File: config.mk
export PLATFORM = sky130hd
export DESIGN_NAME = adc_init_seq_flat
export DESIGN_NICKNAME = d
export VERILOG_FILES = /design/src/rtl/adc_init_seq_if.sv /design/src/rtl/adc_init_seq.sv /design/src/flat_wrapper.sv
export SDC_FILE = /design/constraint.sdc
export NUM_CORES = 1
export LEC_CHECK = 0
export CAP_MARGIN = 20
export CORE_MARGIN = 2
export CORE_UTILIZATION = 55
export CTS_CLUSTER_SIZE = 24
export DETAILED_ROUTE_END_ITERATION = 16
export PLACE_DENSITY = 0.76
export SYNTH_ARGS = -nofsm -noshare
export SYNTH_HDL_FRONTEND = slang
export SYNTH_SLANG_ARGS = --single-unit
File: constraint.sdc
create_clock -name CLK -period 3.3 [get_ports CLK]
set_input_delay 0.495 -clock CLK [delete_from_list [all_inputs] [get_ports CLK]]
set_output_delay 0.495 -clock CLK [all_outputs]
set_load 0.02 [all_outputs]
File: src/rtl/adc_init_seq_if.sv
// ----------------------------------------------------------------------------
// adc_init_seq_if
//   Bundles the signals between the ADC power-up sequencer, the slow-control
//   tick generator and the per-ADC serial-config engines.
//
//   Sequencer inputs : SLOW_TICK (slow timebase strobe), REINIT (re-run
//                      request), INIT_DONE[N_ADC] (per-ADC config complete)
//   Sequencer outputs: ADC_RST, ADC_INIT[N_ADC], INC_TMR, RUN,
//                      FAIL_MASK[N_ADC], RETRY_CNT[8]
//
//   master : the sequencer side
//   slave  : the environment side (tick source, config engines, consumers)
// ----------------------------------------------------------------------------
interface adc_init_seq_if #(
    parameter int N_ADC = 4
);
    logic             SLOW_TICK;
    logic             REINIT;
    logic [N_ADC-1:0] INIT_DONE;
    logic             ADC_RST;
    logic [N_ADC-1:0] ADC_INIT;
    logic             INC_TMR;
    logic             RUN;
    logic [N_ADC-1:0] FAIL_MASK;
    logic [7:0]       RETRY_CNT;

    modport master (
        input  SLOW_TICK, REINIT, INIT_DONE,
        output ADC_RST, ADC_INIT, INC_TMR, RUN, FAIL_MASK, RETRY_CNT
    );

    modport slave (
        output SLOW_TICK, REINIT, INIT_DONE,
        input  ADC_RST, ADC_INIT, INC_TMR, RUN, FAIL_MASK, RETRY_CNT
    );
endinterface

File: src/rtl/adc_init_seq.sv
// ----------------------------------------------------------------------------
// adc_init_seq
//   Power-up sequencer for N_ADC front-end ADCs: global ADC reset pulse,
//   then one-at-a-time init handshake with timeout and bounded retry, then a
//   settle wait, then RUN. REINIT in SETTLE/RUN restarts the whole sequence.
//
//   Ports
//     CLK  in  system clock
//     RST  in  asynchronous reset, active-high
//     bus  adc_init_seq_if.master
//            SLOW_TICK in  one-CLK strobe from slow timebase
//            REINIT    in  re-run sequence request (level)
//            INIT_DONE in  per-ADC config-complete (level)
//            ADC_RST   out global ADC reset pulse
//            ADC_INIT  out one-hot init request to the ADC being configured
//            INC_TMR   out high during settle wait
//            RUN       out sequence complete
//            FAIL_MASK out bit i set = ADC i exhausted its retries
//            RETRY_CNT out retries since last sequence start, saturating
// ----------------------------------------------------------------------------
module adc_init_seq #(
    parameter int N_ADC        = 4,
    parameter int PRE_DLY      = 6,
    parameter int RST_LEN      = 7,
    parameter int POST_DLY     = 5,
    parameter int INIT_TO      = 2000,
    parameter int MAX_RETRY    = 3,
    parameter int SETTLE_TICKS = 1000
) (
    input  logic          CLK,
    input  logic          RST,
    adc_init_seq_if.master bus
);
    localparam int IDX_W = (N_ADC > 1) ? $clog2(N_ADC) : 1;

    // Terminal values: each phase ends on the cycle its counter hits these.
    localparam logic [15:0]      PRE_END    = 16'(PRE_DLY - 1);
    localparam logic [15:0]      ARST_END   = 16'(RST_LEN - 1);
    localparam logic [15:0]      POST_END   = 16'(POST_DLY - 1);
    localparam logic [11:0]      INIT_END   = 12'(INIT_TO - 1);
    localparam logic [11:0]      SETTLE_END = 12'(SETTLE_TICKS - 1);
    localparam logic [3:0]       TRY_LIMIT  = 4'(MAX_RETRY);
    localparam logic [IDX_W-1:0] LAST_IDX   = IDX_W'(N_ADC - 1);

    typedef enum logic [3:0] {
        S_IDLE   = 4'd0,
        S_PRE    = 4'd1,
        S_ARST   = 4'd2,
        S_POST   = 4'd3,
        S_INIT   = 4'd4,
        S_DROP   = 4'd5,
        S_NEXT   = 4'd6,
        S_SETTLE = 4'd7,
        S_RUN    = 4'd8
    } state_t;

    state_t             r_state;
    logic [15:0]        r_cnt;
    logic [11:0]        r_tick;
    logic [3:0]         r_tries;
    logic [IDX_W-1:0]   r_idx;
    logic [N_ADC-1:0]   r_fail;
    logic [7:0]         r_retry;
    logic               r_adc_rst;
    logic [N_ADC-1:0]   r_adc_init;
    logic               r_inc_tmr;
    logic               r_run;

    state_t             w_nxt;
    logic [15:0]        w_cnt_nxt;
    logic [11:0]        w_tick_nxt;
    logic [3:0]         w_tries_nxt;
    logic [IDX_W-1:0]   w_idx_nxt;
    logic [N_ADC-1:0]   w_fail_nxt;
    logic [7:0]         w_retry_nxt;

    always_comb begin
        w_nxt       = r_state;
        w_cnt_nxt   = r_cnt + 16'd1;
        w_tick_nxt  = r_tick;
        w_tries_nxt = r_tries;
        w_idx_nxt   = r_idx;
        w_fail_nxt  = r_fail;
        w_retry_nxt = r_retry;
        case (r_state)
            S_IDLE: begin
                w_nxt       = S_PRE;
                w_cnt_nxt   = 16'd0;
                w_idx_nxt   = '0;
                w_tries_nxt = 4'd0;
                w_fail_nxt  = '0;
                w_retry_nxt = 8'd0;
            end
            S_PRE: begin
                if (r_cnt == PRE_END) begin
                    w_nxt     = S_ARST;
                    w_cnt_nxt = 16'd0;
                end
            end
            S_ARST: begin
                if (r_cnt == ARST_END) begin
                    w_nxt     = S_POST;
                    w_cnt_nxt = 16'd0;
                end
            end
            S_POST: begin
                if (r_cnt == POST_END) begin
                    w_nxt       = S_INIT;
                    w_idx_nxt   = '0;
                    w_tries_nxt = 4'd0;
                    w_tick_nxt  = 12'd0;
                end
            end
            S_INIT: begin
                // INIT_DONE is checked first so a completion on the timeout
                // tick is accepted rather than counted as a retry.
                if (bus.INIT_DONE[r_idx]) begin
                    w_nxt = S_NEXT;
                end else if (bus.SLOW_TICK) begin
                    if (r_tick == INIT_END) begin
                        if (r_tries < TRY_LIMIT) begin
                            w_nxt       = S_DROP;
                            w_tries_nxt = r_tries + 4'd1;
                            w_retry_nxt = (r_retry == 8'hFF) ? r_retry : r_retry + 8'd1;
                        end else begin
                            w_nxt             = S_NEXT;
                            w_fail_nxt[r_idx] = 1'b1;
                        end
                    end else begin
                        w_tick_nxt = r_tick + 12'd1;
                    end
                end
            end
            S_DROP: begin
                w_nxt      = S_INIT;
                w_tick_nxt = 12'd0;
            end
            S_NEXT: begin
                w_tick_nxt = 12'd0;
                if (r_idx == LAST_IDX) begin
                    w_nxt = S_SETTLE;
                end else begin
                    w_nxt       = S_INIT;
                    w_idx_nxt   = r_idx + 1'b1;
                    w_tries_nxt = 4'd0;
                end
            end
            S_SETTLE: begin
                if (bus.REINIT) begin
                    w_nxt = S_IDLE;
                end else if (bus.SLOW_TICK) begin
                    if (r_tick == SETTLE_END) begin
                        w_nxt = S_RUN;
                    end else begin
                        w_tick_nxt = r_tick + 12'd1;
                    end
                end
            end
            S_RUN: begin
                if (bus.REINIT) begin
                    w_nxt = S_IDLE;
                end
            end
            default: begin
                w_nxt = S_IDLE;
            end
        endcase
        // Status is per-sequence: wipe it as soon as a restart is decided.
        if (w_nxt == S_IDLE) begin
            w_fail_nxt  = '0;
            w_retry_nxt = 8'd0;
        end
    end

    // Outputs are decoded from the next state so they line up with the
    // cycle in which that state is entered.
    always_ff @(posedge CLK or posedge RST) begin
        if (RST) begin
            r_state    <= S_IDLE;
            r_cnt      <= 16'd0;
            r_tick     <= 12'd0;
            r_tries    <= 4'd0;
            r_idx      <= '0;
            r_fail     <= '0;
            r_retry    <= 8'd0;
            r_adc_rst  <= 1'b0;
            r_adc_init <= '0;
            r_inc_tmr  <= 1'b0;
            r_run      <= 1'b0;
        end else begin
            r_state    <= w_nxt;
            r_cnt      <= w_cnt_nxt;
            r_tick     <= w_tick_nxt;
            r_tries    <= w_tries_nxt;
            r_idx      <= w_idx_nxt;
            r_fail     <= w_fail_nxt;
            r_retry    <= w_retry_nxt;
            r_adc_rst  <= (w_nxt == S_ARST);
            r_adc_init <= (w_nxt == S_INIT) ? (N_ADC'(1) << w_idx_nxt) : '0;
            r_inc_tmr  <= (w_nxt == S_SETTLE);
            r_run      <= (w_nxt == S_RUN);
        end
    end

    assign bus.ADC_RST   = r_adc_rst;
    assign bus.ADC_INIT  = r_adc_init;
    assign bus.INC_TMR   = r_inc_tmr;
    assign bus.RUN       = r_run;
    assign bus.FAIL_MASK = r_fail;
    assign bus.RETRY_CNT = r_retry;

endmodule

File: src/flat_wrapper.sv
// flat-port wrapper written by rule: the top's interface ports become plain ports
module adc_init_seq_flat 
#(
    parameter int N_ADC        = 4,
    parameter int PRE_DLY      = 6,
    parameter int RST_LEN      = 7,
    parameter int POST_DLY     = 5,
    parameter int INIT_TO      = 2000,
    parameter int MAX_RETRY    = 3,
    parameter int SETTLE_TICKS = 1000
)
  (CLK, RST, bus_SLOW_TICK, bus_REINIT, bus_INIT_DONE, bus_ADC_RST, bus_ADC_INIT, bus_INC_TMR, bus_RUN, bus_FAIL_MASK, bus_RETRY_CNT);
  adc_init_seq_if #(.N_ADC(N_ADC)) bus_i ();
  input  logic CLK;
  input  logic RST;
  input wire logic [$bits(bus_i.SLOW_TICK)-1:0] bus_SLOW_TICK;
  input wire logic [$bits(bus_i.REINIT)-1:0] bus_REINIT;
  input wire logic [$bits(bus_i.INIT_DONE)-1:0] bus_INIT_DONE;
  output wire logic [$bits(bus_i.ADC_RST)-1:0] bus_ADC_RST;
  output wire logic [$bits(bus_i.ADC_INIT)-1:0] bus_ADC_INIT;
  output wire logic [$bits(bus_i.INC_TMR)-1:0] bus_INC_TMR;
  output wire logic [$bits(bus_i.RUN)-1:0] bus_RUN;
  output wire logic [$bits(bus_i.FAIL_MASK)-1:0] bus_FAIL_MASK;
  output wire logic [$bits(bus_i.RETRY_CNT)-1:0] bus_RETRY_CNT;
  assign bus_i.SLOW_TICK = bus_SLOW_TICK;
  assign bus_i.REINIT = bus_REINIT;
  assign bus_i.INIT_DONE = bus_INIT_DONE;
  assign bus_ADC_RST = bus_i.ADC_RST;
  assign bus_ADC_INIT = bus_i.ADC_INIT;
  assign bus_INC_TMR = bus_i.INC_TMR;
  assign bus_RUN = bus_i.RUN;
  assign bus_FAIL_MASK = bus_i.FAIL_MASK;
  assign bus_RETRY_CNT = bus_i.RETRY_CNT;
  adc_init_seq #(.N_ADC(N_ADC), .PRE_DLY(PRE_DLY), .RST_LEN(RST_LEN), .POST_DLY(POST_DLY), .INIT_TO(INIT_TO), .MAX_RETRY(MAX_RETRY), .SETTLE_TICKS(SETTLE_TICKS)) u_core (.CLK(CLK), .RST(RST), .bus(bus_i));
endmodule
==> results of run 1 <==
layout make-up:
class,count,area (µm²),area share (%)
Clock buffer,14,182.7,4.860
Clock inverter,2,10.01,0.2663
Inverter,10,37.54,0.9987
Multi-Input combinational cell,260,1679,44.67
Sequential cell,57,1426,37.95
Tap cell,72,90.09,2.397
Timing Repair Buffer,34,332.8,8.855
critical path, cell delays in order, from the launching register on:
cell and delay [ns]:
sky130_fd_sc_hd__dfrtp_1 0.58, sky130_fd_sc_hd__nor2b_1 0.18, sky130_fd_sc_hd__nand2_1 0.37, sky130_fd_sc_hd__o21bai_1 0.18
sky130_fd_sc_hd__nor4_4 0.36, sky130_fd_sc_hd__a41oi_2 0.31, sky130_fd_sc_hd__buf_4 0.28, sky130_fd_sc_hd__o41ai_1 0.34
kinds of logic (layout without fill, tap and decap cells):
kind of cell | Yosys count | after routing | share of synthesized area, %
AND/OR/NAND/NOR | 163 | 163 | 29.73
multiplexers | 4 | 4 | 1.445
flip-flops | 57 | 57 | 44.53
buffers and inverters | 24 | 60 | 3.047
adder cells (fa/ha/maj) | 7 | 7 | 2.734
XOR/XNOR | 14 | 14 | 3.828
AO/OA/AOI/OAI | 72 | 72 | 14.69
registers in the layout, summed over array words and instances, names as in the netlist:
name and cells:
u_core.r_idx 2, u_core.r_state 4, u_core.r_tick 12, u_core.bus.INC_TMR 1
u_core.r_tries 4, u_core.bus.ADC_INIT 4, u_core.bus.RETRY_CNT 8, u_core.bus.FAIL_MASK 4
u_core.bus.ADC_RST 1, u_core.r_cnt 16, u_core.bus.RUN 1
routing by layer:
layer  track usage, %  vias up  share of wire [%]
met5                0        -                  0
met4            12.54        0                1.7
met3            5.169       13                3.7
met2            37.50       49                 49
met1            31.72     1291                 46
li1                 -     1294                  -
worst max-delay path by stage:
stage | startpoint | to | slack, ns | cells after the start
after floorplan | u_core.r_tries[0] | u_core.bus.RETRY_CNT[2] | 0.98 | 8
after global placement | bus_SLOW_TICK | u_core.bus.RETRY_CNT[2] | 0.53 | 8
after detailed placement | bus_SLOW_TICK | u_core.bus.RETRY_CNT[3] | 0.36 | 8
after CTS | u_core.r_tries[0] | u_core.bus.RETRY_CNT[3] | 0.57 | 8
after global routing | u_core.r_state[0] | u_core.bus.RETRY_CNT[3] | 0.33 | 7
final | u_core.r_state[3] | u_core.bus.RETRY_CNT[3] | 0.57 | 7
power by group through the flow:
| stage | clock network [µW] | registers [µW] | logic [µW] |
|---|---|---|---|
| after floorplan | 0 | 1060 | 910 |
| after global placement | 0 | 1070 | 1300 |
| after detailed placement | 0 | 1080 | 1330 |
| after CTS | 637 | 1070 | 1340 |
| after global routing | 669 | 1100 | 1510 |
| final | 621 | 1080 | 1340 |
metrics by stage:
stage | hold slack (ns) | utilization, %
2_1_floorplan | 0.4573 | -
3_3_place_gp | 0.4779 | 63.97
3_5_place_dp | 0.4851 | 63.97
4_1_cts | 0.4995 | 67.43
5_1_grt | 0.5108 | 67.43
6_report | 0.4917 | 67.43
cell usage after synthesis, drive strengths merged (3+ instances only):
cell and n:
nor2 44, nand3 13, o21ai 39, clkbuf 8
nor3 6, ha 7, dfrtp 57, nand2 22
nor2b 8, o31ai 3, nand4 11, xnor2 5
inv 10, and2 8, a21oi 7, and3 15
buf 6, xor2 9, a31oi 3, nor4 8
o41ai 3, nor3b 3, o22a 4, nand2b 7
nor4b 4, nand4b 3
==> qor.tcl, run 1 <==
set qor(post_synth_inst_count) 341
set qor(timing_max_transition_violations_final) 0
set qor(min_period_ns) 2.727
set qor(antenna_fix_cells) 0
set qor(power.net_switching_uw) 1241
set qor(average_detailed_routed_wire_length_per_instance_um) 15.42
set qor(reg2reg_to) {u_core.bus.RETRY_CNT[3]}
set qor(ant_nets) 0
set qor(grt_setup_unrepaired) {no}
set qor(routed-via-count) 2647
set qor(synth-main-ff-cell) {sky130_fd_sc_hd__dfrtp_1}
set qor(dp_area_um2) 3566
set qor(rrSetupSlack_ns) 0.57
set qor(cts_max_path_buffers) 2
set qor(final_design_area_no_fill_um2) 3759
set qor(grt_max_degree) 58
set qor(final_power_uw) 3036
set qor(irDropWorstVdd_mv) 0.5203
set qor(post-route-drc-count) 0
set qor(outcome) {finished clean}
set qor(areaGrowthSynthToFinish_pct) 17.34
set qor(max_clock_freq_ghz) 0.3667
set qor(edff_count_synth) 0
set qor(ctsRootBufferMaster) {sky130_fd_sc_hd__clkbuf_8}
set qor(post_drt_via_cell_ratio) 5.895
set qor(min_from) {u_core.bus.FAIL_MASK[0]}
set qor(leakage_uw) 0.001633
set qor(synthArstFlopShare_pct) 100.0
set qor(cell_internal_power_uw) 1796
set qor(final_net_count) 387
set qor(via_count_of_the_first_global_routing_pass) 2549
set qor(layout_commonest_cell) {sky130_fd_sc_hd__dfrtp_1}
set qor(yosysWarnings) 0
set qor(clkSinkCount) 57
set qor(io_buffer_count) 26
set qor(final-hold-violation-count) 0
set qor(die_w_um) 80.32
set qor(cts_max_level) 3
set qor(fillCellCount) 453
set qor(worst-setup-path-type) {register to register}
set qor(boundaryPins) 27
set qor(timing.critical_path.fanout_max) 16
set qor(post-synth-top-area-cell) {sky130_fd_sc_hd__dfrtp_1}
set qor(post_cts_hold_fix_bufs) 0
set qor(post-route-period-util_pct) 82.64
set qor(syn-cell-area_um2) 3203
set qor(worst_setup_path_start_kind) {register}
set qor(routed_wl_um) 6923
set qor(timing.final.ws_setup_ns) 0.5729
set qor(track_usage_pct) 24.17
set qor(max_slew.worst_pin.slew_ns) 0.8439
set qor(timing.hold.worst_endpoint) {u_core.bus.FAIL_MASK[0]}
set qor(worst_skew_pair.late_latency_ns) 0.34
set qor(final_cell_mix) {sky130_fd_sc_hd__dfrtp_1 (57), sky130_fd_sc_hd__nor2_1 (44), sky130_fd_sc_hd__o21ai_0 (38)}
set qor(worst_hold_path.num_cells) 1
set qor(seq_power_share_pct) 35.4
set qor(yosysTopAreaCellShare_pct) 44.53
set qor(worst_ep_arrival_time_ns) 2.95
set qor(ys_types) 55
set qor(grt_antenna_before_repair) 0
set qor(finalSetupViolations) 0
set qor(syn_nets) 356
set qor(cells_taking_the_most_area_after_synthesis) {sky130_fd_sc_hd__dfrtp_1 (45%), sky130_fd_sc_hd__o21ai_0 (5.9%), sky130_fd_sc_hd__nor2_1 (5.2%)}
set qor(placement.setup.worst_slack_ns) 0.3617
set qor(cts_resized) 0
set qor(non_filler_instance_count_after_layout) 449
set qor(netSwitchingFraction_pct) 40.86
set qor(core-area_um2) 5574
set qor(worstPathRequired_ns) 3.52
set qor(dp.cells) 433
set qor(timing.rr.start) {u_core.r_state[3]}
set qor(drt_iter0_markers) 113
set qor(postSynthAreaPerCell_um2) 9.393
set qor(drv_cap) 0
set qor(finalSetupTns_ns) 0
set qor(cts_setup_buffers) 0
set qor(maxSlewHeadroom_pct) 43.48
set qor(synth_sequential_area_ratio_pct) 44.53
set qor(cts_inserted_buffers) 9
set qor(die-area_um2) 6451
set qor(cts_tree) {yes}
set qor(initial_core_utilization_pct) 57.46
set qor(die_height_um) 80.32
set qor(power_density_nw_per_um2) 807.8
set qor(timing.clock.skew_ns) 0.008046
set qor(cts.clk_slew.worst_paths_ns) 0.06
set qor(p_clk_share_pct) 20.4
set qor(critical_path.endpoint_type) {register}
set qor(std_cell_rows) 27
set qor(comb_power_share_pct) 44.1
set qor(overflow) 0
set qor(drive_above_1_share_pct) 10.61
set qor(worstHoldPathType) {register to register}
set qor(post-dp-hpwl_um) 4736
set qor(routabilityCongestion) 0.9475
set qor(synth.ff_latch_count) 57
set qor(ff2ff_path_depth) 7
set qor(first_pass_iters) 5
set qor(grt_first_pass_wirelength_um) 11930
(Power assumes the default switching activity.)
==> run 2: changes to the inputs <==
--- a/config.mk
+++ b/config.mk
@@ -7,7 +7,7 @@
 export LEC_CHECK = 0
 export CAP_MARGIN = 20
 export CORE_MARGIN = 2
-export CORE_UTILIZATION = 55
+export CORE_UTILIZATION = 52
 export CTS_CLUSTER_SIZE = 24
 export DETAILED_ROUTE_END_ITERATION = 16
 export PLACE_DENSITY = 0.76
==> constraint.sdc (replaced) <==
create_clock -name CLK -period 2.18 [get_ports CLK]
set_input_delay 0.327 -clock CLK [delete_from_list [all_inputs] [get_ports CLK]]
set_output_delay 0.327 -clock CLK [all_outputs]
set_load 0.02 [all_outputs]
==> qor.tcl, run 2 (synthesized netlist as in run 1, its figures left out) <==
set qor(post-route-drc-count) 0
set qor(first_pass_iters) 4
set qor(final_design_area_no_fill_um2) 4519
set qor(grt_first_pass_wirelength_um) 13510
set qor(failed_checks) {negative setup slack}
set qor(largest_register_ff_count) 16
set qor(timing.clock.skew_ns) 0.005018
set qor(worst_setup_path_start_kind) {register}
set qor(grt_max_degree) 58
set qor(worst_ep_arrival_time_ns) 2.73
set qor(grt_setup_unrepaired) {yes}
set qor(routabilityCongestion) 0.8683
set qor(post_cts_hold_fix_bufs) 0
set qor(std_cell_rows) 28
set qor(ant_nets) 0
set qor(cts_inserted_buffers) 9
set qor(max_slew.worst_pin.slew_ns) 0.4607
set qor(routed-via-count) 2967
set qor(leakage_uw) 0.002020
set qor(timing.final.ws_setup_ns) -0.2678
set qor(worstHoldPathType) {input port to asynchronous set/reset pin}
set qor(final-hold-violation-count) 0
set qor(finalSetupTns_ns) -2.612
set qor(min_period_ns) 2.448
set qor(areaGrowthSynthToFinish_pct) 41.09
set qor(die_height_um) 82.49
set qor(final_util_pct) 76.33
set qor(die-area_um2) 6804
set qor(boundaryPins) 27
set qor(max_clock_freq_ghz) 0.4085
set qor(cts_max_path_buffers) 2
set qor(worstPathRequired_ns) 2.46
set qor(worst_skew_pair.late_latency_ns) 0.34
set qor(initial_core_utilization_pct) 54.10
set qor(core-area_um2) 5921
set qor(post-route-period-util_pct) 112.3
set qor(power_density_nw_per_um2) 1258
set qor(timing.critical_path.fanout_max) 3
set qor(fillCellCount) 397
set qor(via_count_of_the_first_global_routing_pass) 2850
set qor(dp.cells) 497
set qor(track_usage_pct) 26.57
set qor(registers.top_by_ff_count) {u_core.r_cnt}
set qor(cts.clk_slew.worst_paths_ns) 0.06
set qor(die_w_um) 82.49
set qor(clkSinkCount) 57
set qor(layout_commonest_cell) {sky130_fd_sc_hd__buf_4}
set qor(overflow) 0
set qor(finalSetupViolations) 20
set qor(worst-setup-path-type) {register to register}
set qor(irDropWorstVdd_mv) 0.7858
set qor(grt_antenna_before_repair) 0
set qor(post-dp-hpwl_um) 5622
set qor(final_net_count) 459
set qor(routed_wl_um) 8239
set qor(ctsRootBufferMaster) {sky130_fd_sc_hd__clkbuf_8}
set qor(antenna_fix_cells) 0
set qor(post_drt_via_cell_ratio) 5.684
set qor(timing_max_transition_violations_final) 0
set qor(cts_max_level) 3
set qor(dp_area_um2) 4059
set qor(outcome) {finished with violations}
set qor(io_buffer_count) 26
set qor(cts_tree) {yes}
set qor(drive_above_1_share_pct) 31.77
set qor(critical_path.endpoint_type) {register}
set qor(maxSlewHeadroom_pct) 69.05
set qor(drv_cap) 0
set qor(non_filler_instance_count_after_layout) 522
set qor(drt_iter0_markers) 183
set qor(average_detailed_routed_wire_length_per_instance_um) 15.78
set qor(final_cell_mix) {sky130_fd_sc_hd__buf_4 (73), sky130_fd_sc_hd__dfrtp_1 (56), sky130_fd_sc_hd__nor2_1 (40)}
run 2: cell types whose count changed in the layout (fill, tap and decap cells not counted), sizes merged:
cell    change
buf        +72
clkinv      -2
run 2: final cells by class:
type | count | area (µm²) | share of cell area (%)
multi-input cells | 260 | 1899 | 42.03
flip-flops and latches | 57 | 1428 | 31.59
repair buffers | 106 | 895.9 | 19.82
clock buffers | 14 | 162.7 | 3.599
well taps | 75 | 93.84 | 2.076
inverters | 10 | 40.04 | 0.8859
run 2: worst paths after layout:
check	start	endpoint	slack (ns)	cells past startpoint
worst max-delay path	u_core.r_tries[1]	u_core.bus.ADC_INIT[3]	-0.27	9
worst min-delay path	RST	u_core.r_cnt[5]	0.35	3
worst max register to register	u_core.r_tries[1]	u_core.bus.ADC_INIT[3]	-0.27	9
worst min register to register	u_core.bus.FAIL_MASK[0]	u_core.bus.FAIL_MASK[0]	0.50	1
max in group asynchronous	RST	u_core.r_idx[0]	1.56	3
min in group CLK	u_core.bus.FAIL_MASK[0]	u_core.bus.FAIL_MASK[0]	0.50	1
run 2: layer usage:
layer  global-route usage, %  vias up  wire (µm)
li1                        -     1431          -
met1                   35.10     1474       3766
met2                   43.71       50       4140
met3                   5.435       12        211
met4                   8.500        0        120
met5                       0        -          0
run 2: per-stage QoR:
step	worst slack (ns)	hold slack, ns	total power, µW
4_1_cts	-0.2062	0.3635	5337
5_1_grt	-0.3732	0.3822	6092
3_5_place_dp	-0.4797	0.4940	4151
6_report	-0.2678	0.3531	5687
2_1_floorplan	-0.09728	0.4589	2991
3_3_place_gp	-0.4614	0.4844	4064
run 2: timing repair:
action / in CTS / in global routing
hold endpoints to repair: 0 / 0
endpoints found under the setup margin: 23 / 32
setup buffers: 7 / 5
pin swaps: 5 / 11
gates resized for setup: 23 / 34
run 2: critical path, stage by stage, from the launching register on:
cell                        delay, ns
sky130_fd_sc_hd__dfrtp_1         0.38
sky130_fd_sc_hd__ha_2            0.19
sky130_fd_sc_hd__or3_4           0.36
sky130_fd_sc_hd__and3_4          0.16
sky130_fd_sc_hd__o2bb2ai_4       0.12
sky130_fd_sc_hd__nor4_4          0.31
sky130_fd_sc_hd__buf_4           0.20
sky130_fd_sc_hd__inv_4           0.04
sky130_fd_sc_hd__or4b_4          0.50
sky130_fd_sc_hd__nor2_4          0.12
run 2: report_power, final:
part | internal [µW] | switching [µW]
combinational | 1600 | 1650
clock | 463 | 401
sequential | 1300 | 275
